--- config.mk ---
export PLATFORM = sky130hd
export DESIGN_NAME = div3_stream
export DESIGN_NICKNAME = d
export VERILOG_FILES = /design/src/rtl/div3_pkg.sv /design/src/rtl/div3_rem_step.sv /design/src/rtl/div3_stream.sv
export SDC_FILE = /design/constraint.sdc
export NUM_CORES = 1
export LEC_CHECK = 0
export CORE_UTILIZATION = 50
export DETAILED_ROUTE_END_ITERATION = 12
export HOLD_SLACK_MARGIN = 0.08
export PLACE_DENSITY_LB_ADDON = 0.2
export SYNTH_ARGS = -nofsm -noshare
export SYNTH_HDL_FRONTEND = slang
export SYNTH_SLANG_ARGS = --single-unit
--- constraint.sdc ---
create_clock -name clk -period 2.2 [get_ports clk]
set_clock_uncertainty 0.15 [all_clocks]
set_input_delay 0.44 -clock clk [delete_from_list [all_inputs] [get_ports clk]]
set_output_delay 0.44 -clock clk [all_outputs]
set_load 0.02 [all_outputs]
--- src/rtl/div3_pkg.sv ---
// Shared definitions for the serial divisible-by-three checker:
// the remainder state encoding and the default frame width.
package div3_pkg;

  localparam int DEFAULT_WIDTH = 16;

  typedef enum logic [1:0] {
    R0 = 2'd0,
    R1 = 2'd1,
    R2 = 2'd2
  } rem_t;

endpackage

--- src/rtl/div3_rem_step.sv ---
// One step of the mod-3 remainder machine: consuming bit b moves the
// remainder r to (2r + b) mod 3.
module div3_rem_step
  import div3_pkg::*;
(
  input  rem_t r,
  input  logic b,
  output rem_t r_next
);

  always_comb begin
    // NOTE: r_next gets a value on every path (default first), so no latch is inferred.
    r_next = R0;
    unique case (r)
      R0:      r_next = b ? R1 : R0;
      R1:      r_next = b ? R0 : R2;
      R2:      r_next = b ? R2 : R1;
      default: r_next = R0;
    endcase
  end

endmodule

--- src/rtl/div3_stream.sv ---
// Serial MSB-first word assembler that reports the word's remainder mod 3,
// holding each result until the consumer takes it.
module div3_stream
  import div3_pkg::*;
#(
  parameter int WIDTH = DEFAULT_WIDTH
) (
  input  logic             clk,
  input  logic             rst,
  input  logic             in_bit,
  input  logic             in_valid,
  output logic             in_ready,
  input  logic             in_abort,
  output logic [WIDTH-1:0] out_number,
  output logic [1:0]       out_rem,
  output logic             out_is_div3,
  output logic             out_valid,
  input  logic             out_ready
);

  localparam int CNT_W = (WIDTH > 1) ? $clog2(WIDTH) : 1;
  localparam logic [CNT_W-1:0] LAST_BIT = CNT_W'(WIDTH - 1);

  logic [CNT_W-1:0] cnt_q, cnt_d;
  rem_t             rem_q, rem_d, rem_next;
  logic [WIDTH-1:0] shift_q, shift_d;
  logic [WIDTH-1:0] out_number_q, out_number_d;
  rem_t             out_rem_q, out_rem_d;
  logic             out_is_div3_q, out_is_div3_d;
  logic             out_valid_q, out_valid_d;
  logic             accept;

  div3_rem_step u_rem_step (
    .r      (rem_q),
    .b      (in_bit),
    .r_next (rem_next)
  );

  // Input stalls while a result is pending; out_valid is purely registered.
  assign in_ready = ~out_valid_q;
  assign accept   = in_valid & in_ready;

  always_comb begin
    cnt_d         = cnt_q;
    rem_d         = rem_q;
    shift_d       = shift_q;
    out_number_d  = out_number_q;
    out_rem_d     = out_rem_q;
    out_is_div3_d = out_is_div3_q;
    out_valid_d   = out_valid_q;

    if (out_valid_q && out_ready) begin
      out_valid_d = 1'b0;
    end

    // Abort discards the partial frame (and any bit offered with it) but
    // never touches a pending result.
    if (in_abort) begin
      cnt_d   = '0;
      rem_d   = R0;
      shift_d = '0;
    end else if (accept) begin
      if (cnt_q == LAST_BIT) begin
        out_number_d  = {shift_q[WIDTH-2:0], in_bit};
        out_rem_d     = rem_next;
        out_is_div3_d = (rem_next == R0);
        out_valid_d   = 1'b1;
        cnt_d         = '0;
        rem_d         = R0;
        shift_d       = '0;
      end else begin
        cnt_d   = cnt_q + CNT_W'(1);
        rem_d   = rem_next;
        shift_d = {shift_q[WIDTH-2:0], in_bit};
      end
    end
  end

  // NOTE: state registers use non-blocking assignments so every flop samples pre-edge values.
  always_ff @(posedge clk or posedge rst) begin
    if (rst) begin
      cnt_q         <= '0;
      rem_q         <= R0;
      shift_q       <= '0;
      out_number_q  <= '0;
      out_rem_q     <= R0;
      out_is_div3_q <= 1'b0;
      out_valid_q   <= 1'b0;
    end else begin
      cnt_q         <= cnt_d;
      rem_q         <= rem_d;
      shift_q       <= shift_d;
      out_number_q  <= out_number_d;
      out_rem_q     <= out_rem_d;
      out_is_div3_q <= out_is_div3_d;
      out_valid_q   <= out_valid_d;
    end
  end

  assign out_number  = out_number_q;
  assign out_rem     = out_rem_q;
  assign out_is_div3 = out_is_div3_q;
  assign out_valid   = out_valid_q;

endmodule
# Yosys cells after proc, flatten, opt, wreduce, memory -nomap -nowiden
# Cells that the tools add are included.
[totals] regBits=41 out_inout_bits=21
[classes] addsub=1 eq_ne=3 n_mux=17 bitwise=3 reduce_logical=5
[ops] cell="$mux W15" n=3
[ops] cell="$mux W4" n=3
[ops] cell="$mux W2" n=5
[ops] cell="$pmux W2 S3" n=1
[ops] cell="$mux W1" n=5
[ops] cell="$add A4 B1 Y4 const B" n=1
[ops] cell="$eq A4 B4 Y1 const B" n=1
[ops] cell="$logic_not A2 Y1" n=2
[ops] cell="$reduce_and A3 Y1" n=1
[ops] cell="$eq A2 B1 Y1 const B" n=1
[ops] cell="$eq A2 B2 Y1 const B" n=1
[ops] cell="$not A1 Y1" n=2
[ops] cell="$reduce_bool A2 Y1" n=1
[ops] cell="$and A1 B1 Y1" n=1
[ops] cell="$logic_and A1 B1 Y1" n=1

# Logic depth before layout (Yosys ltp)
# Gate-level depths: netlist (run 1).
[logic_depth] depth_word=5 ltp_mapped=5 depth_no_buf=4

# By module
# Synthesis (run 1) repeated with hierarchy kept, for this count alone.
[unflattened] cells_unflattened=111 hier_area_um2=1705.4
[modules_own_cells] module="div3_stream" instances=1 cells_each=106 area_per_inst_um2=1676.6 seq_area_each_um2=1026.0
[modules_own_cells] module="div3_rem_step" instances=1 cells_each=5 area_per_inst_um2=28.8 seq_area_each_um2=0.0

# Least setup slack after synthesis (run 1)
# No wires, ideal clock.
[synth_timing] kind="register to register" startpoint="reg out_valid_q, in the netlist out_valid" endpoint="reg out_number_q[10], in the netlist out_number[10]" setup_ns=0.125 arrival_time_ns=1.353 t_required_ns=1.925 slack_ns=0.573 path_stages_with_launch=5 n_path_buf=1 path_cell_list="dfrtp_1 > nand3b_1 > nor3_2 > buf_4 > mux2_2"
[synth_via] elab_chain_len=3
[synth_lines] element="start: declaration" line="div3_stream.sv:30" text="logic out_valid_q, out_valid_d;"
[synth_lines] element="start signal: assignment" line="div3_stream.sv:96" text="out_valid_q <= out_valid_d;"
[synth_lines] element="$not A1 Y1" line="div3_stream.sv:40" text="assign in_ready = ~out_valid_q;"
[synth_lines] element="$and A1 B1 Y1" line="div3_stream.sv:41" text="assign accept = in_valid & in_ready;"
[synth_lines] element="$reduce_and A3 Y1 (no line)"
[synth_lines] element="end signal: assignment" line="div3_stream.sv:93" text="out_number_q <= out_number_d;"
[synth_lines] element="end: declaration" line="div3_stream.sv:27" text="logic [WIDTH-1:0] out_number_q, out_number_d;"
# No other way between the ends.
# A chain may end at the register's enable or synchronous reset.

# Final worst setup path (run 1)
[layout_timing] startpoint="reg out_valid_q, in the netlist out_valid" endpoint="out in_ready"
[layout_via] elab_chain_len=1
[layout_lines] element="$not A1 Y1" line="div3_stream.sv:40"
[layout_lines] element="end: declaration" line="div3_stream.sv:12" text="output logic in_ready,"
# No other way between the ends.

==> results of run 1 <==
[worst paths after layout]
check                                  to  slack (ns)  depth (start not counted)
min                        out_number[10]        0.33                          3
min in group clk               out_rem[0]        0.37                          1
max                              in_ready        0.14                          2
min reg2reg                    out_rem[0]        0.37                          1
max reg2reg                 out_number[4]        0.45                          5
max in group asynchronous      out_rem[0]        1.20                          3
[power breakdown]
part,switching [uW],internal (uW),leakage [uW]
Clock,235,122,0.0000320
Combinational,40.1,27.8,0.000371
Sequential,8.53,762,0.000570
[routing by layer]
metal | share of wire, % | track usage, % | vias up
li1 | - | - | 464
met1 | 47 | 27.0 | 497
met2 | 47 | 25.4 | 22
met3 | 3.8 | 6.49 | 9
met4 | 3.0 | 11.6 | 0
met5 | 0 | 0 | -
[flip-flops by register name (all words and copies together), names as in the netlist]
| register | count |
|---|---|
| cnt_q | 4 |
| out_rem | 2 |
| out_is_div3 | 1 |
| out_valid | 1 |
| shift_q | 15 |
| rem_q | 2 |
| out_number | 16 |
[tightest hold or removal path, delay by kind of cell]
kind / cells / cell delay (ns)
buffers and inverters: 3 / 0.86
[synth_stat cells]
library cell / number
dfrtp_1: 41
mux2_2: 19
a22o_2: 16
nor2_1: 4
inv_1: 3
buf_4: 2
nand2_1: 2
nand3b_1: 2
xor2_1: 2
a211oi_1: 1
a21o_1: 1
and3_2: 1
buf_6: 1
buf_8: 1
ha_1: 1
mux2_1: 1
mux2i_1: 1
nand3_1: 1
nor2_2: 1
nor2_8: 1
nor2b_2: 1
nor3_2: 1
nor3b_1: 1
o21ai_0: 1
o21bai_1: 1
o31a_1: 1
or3b_1: 1
or3b_4: 1
xnor2_1: 1
[logic make-up (layout without fill, tap and decap cells)]
logic type	count (synthesis)	after routing	synth area share (%)
AOI/OAI and AO/OA	21	21	11.8
xor gates and xnor gates	3	3	1.57
adders and majority gates	1	1	0.748
buffers and inverters	7	41	3.14
DFF	41	41	61.4
muxes	21	21	14.1
and+or+nand+nor	17	17	7.34
[per-stage QoR]
stage | cell area [um^2] | util (%) | total power (uW) | hold slack, ns
6_report | 2030 | 65.3 | 1200 | 0.334
2_1_floorplan | 1670 | - | 831 | 0.321
3_5_place_dp | 1980 | 63.7 | 854 | 0.344
5_1_grt | 2030 | 65.3 | 1250 | 0.390
3_3_place_gp | 1980 | 63.7 | 850 | 0.317
4_1_cts | 2030 | 65.3 | 1210 | 0.345
[area by class of cell]
class / instances / area share (%)
flip-flops and latches: 41 / 50.6
multi-input cells: 63 / 29.3
repair buffers: 30 / 14.3
well taps: 44 / 2.72
clock buffers: 6 / 2.04
inverters: 3 / 0.556
clock inverters: 2 / 0.494
==> flow_metrics.py, run 1 <==
metrics = {
    "run_status": {
        "outcome": "complete, no violations",
    },
    "logic_synthesis": {
        "ys_warn_count": 0,
        "synth.distinct_cells": 29,
        "synthCells": 111,
        "ys_top_cells_by_area": "dfrtp_1 61%, mux2_2 13%, a22o_2 9.6%",
        "avgSynthCellArea_um2": 15.1,
        "synth_area_mm2": 0.00167,
        "ys_seq_area_share_pct": 61.4,
        "ys_ff_latch": 41,
        "synthesis.nets": 118,
        "synth_top_cell_by_area": "dfrtp_1",
        "synth_top_area_share_pct": 61.4,
    },
    "worst_setup_path": {
        "worst_ep_required_time_ns": 1.61,
        "path_cells": "inv_1 -> clkdlybuf4s50_1",
        "worstSetupStartpointType": "register",
        "worst-path-max-fanout": 5,
        "crit_buf_inv": 2,
        "path_class": "register to primary output",
        "crit_slowest_cell": "clkdlybuf4s50_1",
        "crit_start": "out_valid",
        "timing.rr.start": "cnt_q[0]",
        "slowest_delay_ns": 0.60,
        "crit_path_end_kind": "primary output",
        "critPathTopFamily": "buffers and inverters",
        "arrival_ns": 1.47,
    },
    "power": {
        "power_density_mw_per_mm2": 590,
        "leakage_uw": 0.000972,
        "peakVddDrop_mv": 0.368,
    },
    "global_routing": {
        "track_usage_pct": 19.2,
        "antenna_found_initial": 0,
        "grt.overflow.total": 0,
        "grt_first_pass_wirelength_mm": 4.77,
        "grt_start_max_net_pins": 42,
        "grt_pass1_vias": 1016,
    },
    "placed_design": {
        "dpl.cell_count": 181,
        "place.gp.congestion": 0.675,
        "hpwl_mm": 1.82,
        "place_ws_ns": 0.0592,
        "io_buffer_count": 26,
    },
    "flow_run": {
        "maxCapViolCount": 0,
    },
    "clock_tree": {
        "post_cts_buffers": 0,
        "cts_resized": 0,
        "clock_latency_ns": 0.36,
        "numCtsBuffers": 5,
        "cts_tree": "yes",
        "clock_sinks": 41,
        "h-tree-depth": 2,
        "clk_transition_reported_paths_ns": 0.13,
        "clockBufferDepth": 2,
        "root_buffer": "clkbuf_4",
        "ctsHoldBuffers": 0,
    },
    "finish": {
        "instances_no_fill": 189,
        "n_fill_cell": 263,
        "seqCellArea_mm2": 0.00103,
        "multi_input_area_um2": 593,
        "mostFrequentLayoutCells": "41 x dfrtp_1, 26 x clkdlybuf4s50_1, 19 x mux2_2, 16 x a22o_2, 5 x clkbuf_4",
        "final_common_cell": "dfrtp_1",
        "antenna_cells": 0,
        "drive_gt1_share_pct": 35.9,
        "synthToLayoutAreaGrowth_pct": 21.3,
        "nets": 151,
    },
    "sta": {
        "fin_tns_setup_ns": 0,
        "slew_headroom_pct": 49.0,
        "setup_violations": 0,
        "tightest_slew_ns": 0.765,
        "setup_ws_ns": 0.142,
        "fmax_ghz": 0.486,
        "min_period_ns": 2.06,
        "hold_viol_final": 0,
        "rsz0062_at_grt": "no",
        "maxSlewViolCount": 0,
        "finalCritPeriodShare_pct": 93.5,
    },
    "detailed_routing": {
        "routed_wirelength_mm": 2.80,
        "drtAntennaViolNets": 0,
        "vias_per_cell": 5.25,
        "dr.pass1.iters": 4,
        "drcViolationCount": 0,
        "via_count": 992,
        "wl_per_cell_um": 14.8,
        "drtIter0Drc": 35,
    },
    "floorplanning": {
        "boundaryPins": 27,
        "die_area_mm2": 0.00358,
        "start_util_pct": 53.9,
        "die_w_um": 59.8,
        "fp.dieH_um": 59.8,
        "rows": 20,
        "core-area_mm2": 0.00310,
    },
    "min_path": {
        "hold_class": "input pin to async pin",
    },
}
(Power assumes the default switching activity.)
==> inputs of run 2 (changes only) <==
Settings changed: CORE_MARGIN set to 3, SKIP_LAST_GASP set to 1, SLEW_MARGIN set to 25.
==> run 2 against run 1 <==
  * Global-route usage decreased by 3.4 points
  * Count of clock-buffer cells in the layout increased by 1
  * Final area increased by 1.2%
  * Worst hold slack improved by 0.0070 ns
  * Sequential share of layout area decreased by 0.59 points
  * Register-to-register slack got worse by 0.03 ns
  * First-iteration DRC count increased by 2.9%
  * Sequential cell count unchanged
==> flow_metrics.py, run 2 (synthesized netlist as in run 1, its figures left out) <==
metrics = {
    "worst_setup_path": {
        "r2r_setup_slack_ns": 0.42,
        "reg2regPathDepth": 5,
        "path_cells": "inv_1 -> clkdlybuf4s50_1",
        "worst-path-max-fanout": 5,
        "worstSetupStartpointType": "register",
        "timing.rr.start": "cnt_q[0]",
        "worst_ep_required_time_ns": 1.61,
        "critPathTopFamily": "buffers and inverters",
        "crit_path_end_kind": "primary output",
        "reg2reg_to": "out_number[11]",
        "path_class": "register to primary output",
        "arrival_ns": 1.48,
        "crit_slowest_cell": "clkdlybuf4s50_1",
        "slowest_delay_ns": 0.60,
        "crit_buf_inv": 2,
    },
    "detailed_routing": {
        "drcViolationCount": 0,
        "wl_per_cell_um": 14.6,
        "routed_wirelength_mm": 2.75,
        "vias_per_cell": 5.18,
        "via_count": 974,
        "dr.pass1.iters": 4,
        "drtAntennaViolNets": 0,
        "drtIter0Drc": 36,
    },
    "global_routing": {
        "grt_pass1_vias": 1050,
        "grt.overflow.total": 0,
        "grt_first_pass_wirelength_mm": 4.84,
        "antenna_found_initial": 0,
        "track_usage_pct": 15.8,
        "grt_start_max_net_pins": 42,
    },
    "clock_tree": {
        "clk_transition_reported_paths_ns": 0.12,
        "ctsHoldBuffers": 0,
        "clockBufferDepth": 2,
        "cts_resized": 0,
        "clock_latency_ns": 0.35,
        "clock_sinks": 41,
        "root_buffer": "clkbuf_4",
        "post_cts_buffers": 0,
        "cts_tree": "yes",
        "h-tree-depth": 2,
        "numCtsBuffers": 5,
    },
    "floorplanning": {
        "core-area_mm2": 0.00313,
        "boundaryPins": 27,
        "die_area_mm2": 0.00407,
        "start_util_pct": 53.4,
        "rows": 20,
        "die_w_um": 63.8,
        "fp.dieH_um": 63.8,
    },
    "finish": {
        "final_common_cell": "dfrtp_1",
        "antenna_cells": 0,
        "synthToLayoutAreaGrowth_pct": 22.7,
        "largest_register_ffs": 16,
        "nets": 150,
        "mostFrequentLayoutCells": "41 x dfrtp_1, 26 x clkdlybuf4s50_1, 19 x mux2_2, 16 x a22o_2, 5 x clkbuf_4",
        "drive_gt1_share_pct": 36.1,
    },
    "sta": {
        "fin_tns_setup_ns": 0,
        "setup_violations": 0,
        "slew_headroom_pct": 50.8,
        "hold_viol_final": 0,
        "tightest_slew_ns": 0.738,
        "fmax_ghz": 0.482,
        "finalCritPeriodShare_pct": 94.3,
        "min_period_ns": 2.07,
        "rsz0062_at_grt": "no",
        "maxSlewViolCount": 0,
    },
    "power": {
        "power.share.sequential_pct": 61.2,
        "swShare_pct": 22.6,
        "leakage_uw": 0.000980,
        "peakVddDrop_mv": 0.411,
        "power_density_mw_per_mm2": 613,
        "p_int_uw": 973,
        "clkPwrFrac_pct": 33.6,
        "comb_power_share_pct": 5.2,
        "p_switching_uw": 284,
        "p_total_uw": 1260,
    },
    "run_status": {
        "outcome": "complete, no violations",
    },
    "flow_run": {
        "maxCapViolCount": 0,
    },
    "placed_design": {
        "io_buffer_count": 26,
        "hpwl_mm": 1.85,
        "place.gp.congestion": 0.786,
    },
    "min_path": {
        "hold_class": "input pin to async pin",
    },
}
run 2: final cells by class:
class	instances	area, um^2
sequential	41	1030
fill	243	1080
clock buffer	7	65.1
tap	44	55.1
clock inverter	1	5.00
timing repair buffer	29	295
inverter	3	11.3
multi-input combinational	63	593
run 2: per-stage QoR:
stage,worst slack (ns),hold WS [ns],util (%),cells,cell area (um^2)
final,0.126,0.341,65.6,188,2050
after global routing,0.0342,0.389,65.6,188,2050
after CTS,0.101,0.353,65.6,188,2050
after detailed placement,0.0544,0.345,63.3,180,1980
after global placement,0.0677,0.316,63.3,180,1980
after floorplan,0.573,0.321,-,111,1670
run 2: worst reg2reg max path: cells and delay by family (launching register included):
| kind | cells | cell delay, ns |
|---|---|---|
| multiplexers | 1 | 0.33 |
| buffers and inverters | 1 | 0.21 |
| adder cells (fa/ha/maj) | 1 | 0.19 |
| flip-flops | 1 | 0.41 |
| AND/OR/NAND/NOR | 2 | 0.39 |
run 2: power by group through the flow:
stage	Sequential (uW)	Combinational, uW	Clock, uW
after global routing	772	74.7	479
after detailed placement	784	67.4	0
after CTS	770	67.8	436
final	770	65.8	422
after floorplan	782	48.5	0
after global placement	784	64.6	0
run 2: per-layer routing:
| metal | GRT usage [%] | wire [um] |
|---|---|---|
| met1 | 20.7 | 1350 |
| met2 | 22.5 | 1210 |
| met3 | 6.50 | 128 |
| met4 | 7.82 | 56 |
| met5 | 0 | 0 |
run 2: worst max-delay path by stage:
| stage | start | end | slack (ns) | cells past startpoint |
|---|---|---|---|---|
| 6_report | out_valid | in_ready | 0.13 | 2 |
| 3_5_place_dp | in_valid | out_number[13] | 0.05 | 5 |
| 4_1_cts | out_valid | in_ready | 0.10 | 2 |
| 5_1_grt | out_valid | in_ready | 0.03 | 2 |
| 3_3_place_gp | in_valid | out_number[10] | 0.07 | 5 |
| 2_1_floorplan | out_valid | out_number[10] | 0.57 | 4 |
